### src/rtl/spi_pkg.sv
// Shared types for the multi-slave SPI master.
//   spi_state_e : controller states
//   MODE0..3    : SPI mode encodings as {cpol, cpha}
package spi_pkg;

    typedef enum logic [2:0] {
        IDLE   = 3'd0,
        SETUP  = 3'd1,
        XFER   = 3'd2,
        HOLD   = 3'd3,
        REJECT = 3'd4
    } spi_state_e;

    localparam logic [1:0] MODE0 = 2'b00;
    localparam logic [1:0] MODE1 = 2'b01;
    localparam logic [1:0] MODE2 = 2'b10;
    localparam logic [1:0] MODE3 = 2'b11;

endpackage

### src/rtl/spi_clk_gen.sv
// SCLK generator: down-counter producing one strobe per CLK_DIV-cycle
// half-period, plus the SCLK phase register.
// Ports:
//   clk, rst    : system clock, synchronous active-low reset
//   en          : run the half-period counter (reloads while low)
//   toggle      : let SCLK toggle at the end of each half-period
//   cpol        : idle level of SCLK
//   half_tick   : last cycle of a half-period
//   lead_edge   : half_tick where SCLK is about to leave its idle level
//   trail_edge  : half_tick where SCLK is about to return to its idle level
//   sclk        : SPI clock output
module spi_clk_gen #(
    parameter int CLK_DIV = 2
) (
    input  logic clk,
    input  logic rst,
    input  logic en,
    input  logic toggle,
    input  logic cpol,
    output logic half_tick,
    output logic lead_edge,
    output logic trail_edge,
    output logic sclk
);

    localparam int CNT_W = (CLK_DIV > 1) ? $clog2(CLK_DIV) : 1;
    localparam logic [CNT_W-1:0] CNT_LOAD = CNT_W'(CLK_DIV - 1);

    logic [CNT_W-1:0] cnt;
    logic             phase;   // 1 while SCLK is away from its idle level

    always_ff @(posedge clk) begin
        if (!rst || !en) begin
            cnt   <= CNT_LOAD;
            phase <= 1'b0;
        end else if (cnt == '0) begin
            cnt <= CNT_LOAD;
            if (toggle) begin
                phase <= ~phase;
            end
        end else begin
            cnt <= cnt - CNT_W'(1);
        end
    end

    assign half_tick  = en && (cnt == '0);
    assign lead_edge  = half_tick && toggle && !phase;
    assign trail_edge = half_tick && toggle && phase;
    // Polarity is applied after the phase flop so SCLK follows a newly
    // latched cpol immediately, and idles at the last transfer's cpol.
    assign sclk       = phase ^ cpol;

endmodule

### src/rtl/spi_master_multi.sv
// Full-duplex SPI master, N-bit words, NUM_SLAVES chip selects, per-transfer
// CPOL/CPHA, optional LSB-first order, valid/ready start handshake.
// Ports:
//   clk, rst              : system clock, synchronous active-low reset
//   start / ready         : request handshake, accepted when both high
//   slave_sel, cpol, cpha,
//   lsb_first, data_in    : transfer parameters, latched on accept
//   data_out              : received word, updated on successful completion
//   done, err             : completion pulse; err marks a rejected slave index
//   busy                  : any state except IDLE
//   sclk, mosi, miso, cs_n: SPI pins
//
// state  | meaning
// IDLE   | waiting for start; sclk at last cpol, all cs_n high
// SETUP  | cs_n low, first bit on mosi, one half-period
// XFER   | 2N half-periods, sclk toggling
// HOLD   | sclk idle, cs_n still low, one half-period
// REJECT | slave index out of range; done+err this cycle
module spi_master_multi
    import spi_pkg::*;
#(
    parameter int N          = 8,
    parameter int NUM_SLAVES = 3,
    parameter int CLK_DIV    = 2,
    parameter int SEL_W      = (NUM_SLAVES > 1) ? $clog2(NUM_SLAVES) : 1
) (
    input  logic                  clk,
    input  logic                  rst,
    input  logic                  start,
    output logic                  ready,
    input  logic [SEL_W-1:0]      slave_sel,
    input  logic                  cpol,
    input  logic                  cpha,
    input  logic                  lsb_first,
    input  logic [N-1:0]          data_in,
    output logic [N-1:0]          data_out,
    output logic                  done,
    output logic                  err,
    output logic                  busy,
    output logic                  sclk,
    output logic                  mosi,
    input  logic                  miso,
    output logic [NUM_SLAVES-1:0] cs_n
);

    localparam int HC_W = $clog2(2 * N);
    localparam logic [HC_W-1:0] HC_LAST = HC_W'(2 * N - 1);
    localparam logic [SEL_W:0]  SEL_LIMIT = (SEL_W + 1)'(NUM_SLAVES);

    spi_state_e       state, state_d;
    logic [SEL_W-1:0] sel_q;
    logic [1:0]       mode_q;
    logic             lsb_q;
    logic [N-1:0]     tx_sr;
    logic [N-1:0]     rx_sr;
    logic [N-1:0]     rx_ord;
    logic [N-1:0]     data_out_q;
    logic [HC_W-1:0]  half_cnt;
    logic             done_q;

    logic sel_ok, accept, active, late_phase;
    logic half_tick, lead_edge, trail_edge;
    logic first_half, last_half, shift_en, sample_en;

    assign sel_ok     = {1'b0, slave_sel} < SEL_LIMIT;
    assign accept     = (state == IDLE) && start;
    assign active     = (state == SETUP) || (state == XFER) || (state == HOLD);
    assign late_phase = (mode_q == MODE1) || (mode_q == MODE3);
    assign first_half = (half_cnt == HC_LAST);
    assign last_half  = (half_cnt == '0);

    // cpha=0: data launched before the first edge, sampled on leading edges.
    // cpha=1: first bit already on the line, so the first leading edge
    // must not shift; samples move to trailing edges.
    assign shift_en  = late_phase ? (lead_edge && !first_half)
                                  : (trail_edge && !last_half);
    assign sample_en = late_phase ? trail_edge : lead_edge;

    spi_clk_gen #(
        .CLK_DIV (CLK_DIV)
    ) u_clk_gen (
        .clk        (clk),
        .rst        (rst),
        .en         (active),
        .toggle     (state == XFER),
        .cpol       (mode_q[1]),
        .half_tick  (half_tick),
        .lead_edge  (lead_edge),
        .trail_edge (trail_edge),
        .sclk       (sclk)
    );

    always_comb begin
        state_d = state;
        case (state)
            IDLE:    if (start) state_d = sel_ok ? SETUP : REJECT;
            SETUP:   if (half_tick) state_d = XFER;
            XFER:    if (half_tick && last_half) state_d = HOLD;
            HOLD:    if (half_tick) state_d = IDLE;
            REJECT:  state_d = IDLE;
            default: state_d = IDLE;
        endcase
    end

    always_ff @(posedge clk) begin
        if (!rst) begin
            state      <= IDLE;
            sel_q      <= '0;
            mode_q     <= MODE0;
            lsb_q      <= 1'b0;
            tx_sr      <= '0;
            rx_sr      <= '0;
            half_cnt   <= '0;
            data_out_q <= '0;
            done_q     <= 1'b0;
        end else begin
            state  <= state_d;
            done_q <= (state == HOLD) && half_tick;
            if (accept && sel_ok) begin
                sel_q    <= slave_sel;
                mode_q   <= {cpol, cpha};
                lsb_q    <= lsb_first;
                tx_sr    <= data_in;
                rx_sr    <= '0;
                half_cnt <= HC_LAST;
            end
            if ((state == XFER) && half_tick) begin
                half_cnt <= half_cnt - HC_W'(1);
            end
            if (shift_en) begin
                tx_sr <= lsb_q ? (tx_sr >> 1) : (tx_sr << 1);
            end
            if (sample_en) begin
                rx_sr <= {rx_sr[N-2:0], miso};
            end
            if ((state == HOLD) && half_tick) begin
                data_out_q <= rx_ord;
            end
        end
    end

    // rx_sr holds bits in arrival order (first arrival at the MSB); for
    // LSB-first transfers that order is reversed into word order.
    always_comb begin
        rx_ord = rx_sr;
        for (int i = 0; i < N; i++) begin
            rx_ord[i] = lsb_q ? rx_sr[N-1-i] : rx_sr[i];
        end
    end

    always_comb begin
        cs_n = '1;
        for (int i = 0; i < NUM_SLAVES; i++) begin
            if (active && (sel_q == SEL_W'(i))) begin
                cs_n[i] = 1'b0;
            end
        end
    end

    assign mosi     = active ? (lsb_q ? tx_sr[0] : tx_sr[N-1]) : 1'b0;
    assign ready    = (state == IDLE);
    assign busy     = (state != IDLE);
    assign done     = done_q || (state == REJECT);
    assign err      = (state == REJECT);
    assign data_out = data_out_q;

endmodule
### config.mk
export PLATFORM = sky130hd
export DESIGN_NAME = spi_master_multi
export DESIGN_NICKNAME = d
export VERILOG_FILES = /design/src/rtl/spi_pkg.sv /design/src/rtl/spi_clk_gen.sv /design/src/rtl/spi_master_multi.sv
export SDC_FILE = /design/constraint.sdc
export NUM_CORES = 1
export LEC_CHECK = 0
export CORE_ASPECT_RATIO = 1.1
export CORE_MARGIN = 8
export CORE_UTILIZATION = 47
export DETAILED_ROUTE_END_ITERATION = 10
export HOLD_SLACK_MARGIN = 0.08
export MAX_ROUTING_LAYER = met4
export PLACE_DENSITY_LB_ADDON = 0.1
export SLEW_MARGIN = 20
export SYNTH_ARGS = -nofsm -noshare
export SYNTH_HDL_FRONTEND = slang
export SYNTH_SLANG_ARGS = --single-unit
### constraint.sdc
create_clock -name clk -period 1.9 [get_ports clk]
set_input_delay 0.19 -clock clk [delete_from_list [all_inputs] [get_ports clk]]
set_output_delay 0.19 -clock clk [all_outputs]
set_load 0.02 [all_outputs]
; Word-level counts from Yosys, hierarchy flattened
; Cells that the tools add are included.
[word_totals]
memories = 0
romBits = 0
latchBits = 0
mem_bits_rw = 0
input_bits = 17
register_bits = 39
out_inout_bits = 17
[classes]
n_mux = 28
shift = 0
div_mod_pow = 0
n_lt_le_gt_ge = 1
bitwise = 3
multipliers = 0
add_sub_neg = 2
n_reduce_logical = 33
eq_ne = 13
[ops]
columns = operator, count
row1 = $mux 8, 5
row2 = $mux 1, 15
row3 = $mux 3, 5
row4 = $logic_and 1x1->1, 13
row5 = $pmux 3 s4, 1
row6 = $mux 4, 2
row7 = $ne 2x2->1 const B, 4
row8 = $eq 3x2->1 const B, 2
row9 = $reduce_bool 2->1, 3
row10 = $logic_not 1->1, 5
row11 = $logic_or 1x1->1, 5
row12 = $eq 2x1->1 const B, 2
row13 = $eq 2x2->1 const B, 2
row14 = $eq 4x4->1 const B, 1
row15 = $logic_not 4->1, 1
row16 = $reduce_and 4->1, 1
row17 = $sub 4x1->4 const B, 1
row18 = $eq 3x1->1 const B, 1
row19 = $eq 3x3->1 const B, 1
row20 = $logic_not 3->1, 1
row21 = $reduce_bool 3->1, 1
row22 = $logic_not 2->1, 1
row23 = $lt 2x2->1 const B, 1
row24 = $not 1->1, 2
row25 = other kinds (4), 4

; Logic depth before layout (Yosys ltp)
[depth]
depth_word = 9
ltp_mapped = 7
mapped_depth_nobuf = 6

; Hierarchy
; From an unflattened synthesis, not the netlist that was laid out.
[unflattened]
hier_cells = 213
area_unflattened_um2 = 1891.8
[by_module_without_submodules]
columns = mod, cells_each, n_inst, seq_area_each_um2, area_per_inst_um2
row1 = spi_master_multi, 202, 1, 740.7, 1796.7
row2 = spi_clk_gen, 11, 1, 40.0, 95.1

; Worst setup path before layout
; No wires, ideal clock.
[synth_timing]
path_type = reg2reg
startpoint = reg half_cnt[0]
endpoint = reg tx_sr[0]
arrival_ps = 1695
path_slack_ps = 81
stages_incl_launch_ff = 8
t_required_ps = 1776
n_path_buf = 1
setup_time_ps = 124
cell_sequence = dfxtp_1 -> inv_1 -> ha_1 -> or3b_2 -> a22oi_1 -> nand2b_1 -> buf_2 -> a31oi_1
[synth_via]
elab_chain_cells = 5
elab_cells_between_ends = 9
classes_between = eq/ne: 1 / mux: 2 / reduce/logical: 6
[synth_lines]
columns = item, line_no
row1 = from (decl), spi_master_multi.sv:58  ; logic [HC_W-1:0] half_cnt;
row2 = from (signal assigned), spi_master_multi.sv:128  ; half_cnt <= half_cnt - HC_W'(1);
row3 = $eq 4x4->1 or $logic_not 4->1 (tied branches), "spi_master_multi.sv:69, spi_master_multi.sv:70"
row4 = "$logic_not 1->1, on equally long branches", "spi_master_multi.sv:75, spi_master_multi.sv:76"
row5 = "$logic_and 1x1->1, on equally long branches", "spi_master_multi.sv:75, spi_master_multi.sv:76"
row6 = $mux 1 *, spi_master_multi.sv:75  ; assign shift_en = late_phase ? (lead_edge && !first_half)
row7 = $mux 8 or $reduce_bool 2->1 (tied branches), --
row8 = to (signal assigned), spi_master_multi.sv:123  ; tx_sr <= data_in;
row9 = to (signal assigned), spi_master_multi.sv:131  ; tx_sr <= lsb_q ? (tx_sr >> 1) : (tx_sr << 1);
row10 = to (decl), spi_master_multi.sv:54  ; logic [N-1:0] tx_sr;
; Every way passes the cells marked *; elsewhere a longest branch is shown, timed or not.
; A chain may end at the register's enable or synchronous reset.

; Final worst setup path
[layout_timing]
startpoint = reg state[0]
endpoint = out err
[layout_via]
elab_chain_cells = 1
[layout_lines]
columns = item, line_no
row1 = from (decl), spi_master_multi.sv:50  ; spi_state_e state, state_d;
row2 = from (signal assigned), spi_master_multi.sv:117  ; state <= state_d;
row3 = $eq 3x3->1, spi_master_multi.sv:164  ; assign err = (state == REJECT);
row4 = to (decl), spi_master_multi.sv:38  ; output logic err,
; No other way between the ends.

==> results.cfg <==
[floorplan]
core_um2 = 3960
dieHeight_um = 83.5
rows = 24
top_level_ports = 34
dieWidth_um = 77.4
dieArea_um2 = 6460
start_util = 0.491

[global_route]
grtUsageTotal = 0.137
grt.overflow.total = 0
globalRouteMet2Util = 0.219
use_met1 = 0.161
grt_pass1_vias = 1603
grtUsageMet3 = 0.0388
grt_max_degree = 38
grt_pass1_wl_um = 7220
antenna_found_initial = 0
top_usage_layer = met2

[sta]
worst_pin_slew_ns = 0.695
finalCriticalPeriod_ns = 1.75
relSlewSlack = 0.537
fin_skew_ns = 0.00282
setup_viol_count_final = 0
fin_setup_tns_ns = 0
setup_ws_ns = 0.150
slew_violations = 0
period_share = 0.921
hold_viol = 0
max_freq_mhz = 571
rsz0062_at_grt = no

[drt]
drcViolationCount = 0
drtIter0Drc = 121
ant_nets = 0
num_vias = 1704
routedWlPerCell_um = 13.4
dr.pass1.iters = 4
totalWireLength_um = 4220
viasPerCell = 5.43

[hold_path]
holdPathStages = 3
hold_path_class = input pin to register

[synthesis]
syn_avg_cell_area_um2 = 8.82
synth-seq-cells = 39
netlist_instances = 221
synth_nets = 240
synth_area_um2 = 1950
synthDistinctLibCells = 37
ys_seq_area_frac = 0.401
yosys_warnings = 0

[critical_path]
reg2reg_depth = 7
startpoint_type = register
arrival_ns = 1.56
path_max_fanout = 3
critPathRequiredTime_ns = 1.71
crit_buf_inv = 1
cp.depth = 3
crit_chain = nor2_2 > and2_1 > clkdlybuf4s50_1
critPathTopFamily = buffers and inverters
endpoint_kind = primary output
slowest_delay_ns = 0.61
criticalPathCategory = register to primary output
slowest_stage = clkdlybuf4s50_1

[placement]
post-dp-hpwl_um = 3000
pre_cts_slack_ns = 0.0791
gp_congestion = 0.788
dp.cells = 307
portBuffers = 33

[cts]
clk_latency_ns = 0.29
cts_max_path_buffers = 2
cts_sinks = 39
htree_num_levels = 2
clockRootBuffer = clkbuf_8
cts_tree = done
cts_made_buffers = 5
clkSlewWorstSetupHoldPaths_ns = 0.07
post_cts_buffers = 0
cts-hold-fix-buffers = 0

[power]
pwr_density_cell_nw_per_um2 = 695
leakage_nw = 0.995
max-vdd-ir-drop_mv = 0.355
switchingPower_w = 0.000448
swShare = 0.259
intPower_w = 0.00128
clkPwrFrac = 0.323
combPwrFrac = 0.170
seq_power_share = 0.508

[final_layout]
antenna_cells = 0
layout-drive-gt1-share = 0.145
register_area_um2 = 781
finalNonFillerCells = 314
multi_input_area_um2 = 1060
area_growth_pct = 27.9
finalNetCount = 281
fill_cells = 352

[flow_run]
drv_cap = 0

[status]
outcome = completed
[per-layer routing]
layer | routed length [um] | share of wire | up-vias
li1 | - | - | 861
met1 | 1990 | 0.47 | 795
met2 | 1990 | 0.47 | 41
met3 | 178 | 0.042 | 7
met4 | 58 | 0.014 | 0
met5 | 0 | 0 | -
[layout by cell type, fill, tap and decap left out, types with 3 or more instances in the layout]
master           count
nand2_1             43
dfxtp_1             39
clkdlybuf4s50_1     26
mux2i_1             15
buf_4               15
o21ai_0             12
nor2b_1             11
nor2_1               9
a31oi_1              9
a22oi_1              9
o211a_1              9
clkbuf_8             6
inv_1                5
nand3_1              4
dlygate4sd2_1        4
or3_1                3
a21boi_0             3
a21oi_1              3
[power by group through the flow]
stage | Clock (W) | Sequential, W | Combinational (W)
3_3_place_gp | 0 | 0.000897 | 0.000297
3_5_place_dp | 0 | 0.000897 | 0.000300
5_1_grt | 0.000613 | 0.000884 | 0.000323
6_report | 0.000559 | 0.000879 | 0.000294
2_1_floorplan | 0 | 0.000888 | 0.000191
4_1_cts | 0.000572 | 0.000878 | 0.000295
[stage by stage]
stage	utilization	area (um2)	hold slack (ns)	total power, W
after floorplan	-	1950	0.316	0.00108
after global placement	0.606	2400	0.454	0.00119
after detailed placement	0.606	2400	0.463	0.00120
after CTS	0.626	2480	0.458	0.00175
after global routing	0.628	2490	0.461	0.00182
final	0.628	2490	0.458	0.00173
[cells in the mapped netlist]
master | instances | area (um2)
a211oi_1 | 1 | 7.51
a21boi_1 | 2 | 15.0
o21ai_0 | 12 | 60.1
nand2_1 | 43 | 161
or2_2 | 2 | 12.5
a21o_1 | 1 | 7.51
nor3_4 | 1 | 16.3
or4b_4 | 2 | 27.5
dfxtp_1 | 39 | 781
o211a_1 | 9 | 90.1
nor4b_2 | 2 | 30.0
buf_6 | 4 | 45.0
clkbuf_1 | 8 | 30.0
a21boi_0 | 3 | 22.5
nor2b_1 | 11 | 68.8
or3b_2 | 1 | 8.76
and2_1 | 2 | 12.5
nor4_1 | 1 | 6.26
inv_1 | 5 | 18.8
nor4b_1 | 1 | 8.76
o311a_1 | 1 | 10.0
nor2_1 | 10 | 37.5
mux2i_1 | 15 | 150
xor2_1 | 1 | 8.76
nor3_1 | 1 | 5.00
nand3b_1 | 1 | 7.51
nand3_1 | 4 | 20.0
ha_1 | 2 | 25.0
a22oi_1 | 10 | 75.1
nand2b_1 | 2 | 12.5
a21oi_4 | 1 | 16.3
o221a_2 | 2 | 22.5
buf_2 | 4 | 20.0
a21oi_1 | 3 | 15.0
or3_1 | 3 | 18.8
a31oi_1 | 9 | 56.3
xnor2_1 | 2 | 17.5
[worst register-to-register path, stage by stage, from the launching register on]
cell,delay (ns)
dfxtp_1,0.33
inv_1,0.07
ha_1,0.18
or3b_2,0.48
a22oi_2,0.17
buf_4,0.18
o21ai_0,0.09
a31oi_1,0.14
[sequential cells by signal, indices dropped and copies added, names as in the netlist]
register / flops
u_clk_gen.phase: 1
done_q: 1
mode_q: 2
lsb_q: 1
half_cnt: 4
sel_q: 2
data_out: 8
state: 3
u_clk_gen.cnt: 1
rx_sr: 8
tx_sr: 8
[layout make-up]
| class | instances | share of cell area |
|---|---|---|
| Tap cell | 52 | 0.0261 |
| Sequential cell | 39 | 0.313 |
| Timing Repair Buffer | 50 | 0.192 |
| Clock buffer | 6 | 0.0331 |
| Clock inverter | 1 | 0.00201 |
| Inverter | 5 | 0.00753 |
| Multi-Input combinational cell | 161 | 0.426 |
[cells by family after synthesis]
logic type / count (synthesis) / synth area share
xor gates and xnor gates: 3 / 0.0135
DFF: 39 / 0.401
muxes: 15 / 0.0771
buffers and inverters: 21 / 0.0584
and+or+nand+nor: 87 / 0.233
adders and majority gates: 2 / 0.0128
AOI/OAI and AO/OA: 54 / 0.204
[path summary, 6_finish.rpt]
kind	start	slack (ns)	endpoint
min	cpol	0.46	mode_q[1]
min reg2reg	mode_q[1]	0.47	mode_q[1]
max reg2reg	half_cnt[0]	0.18	tx_sr[3]
max	state[0]	0.15	err
[what timing repair did]
| item | in CTS | in global routing |
|---|---|---|
| gates resized for setup | 5 | 6 |
| endpoints found under the setup margin | 5 | 13 |
| pin swaps | 0 | 2 |
Note: power is estimated with default switching activity, not from simulation.
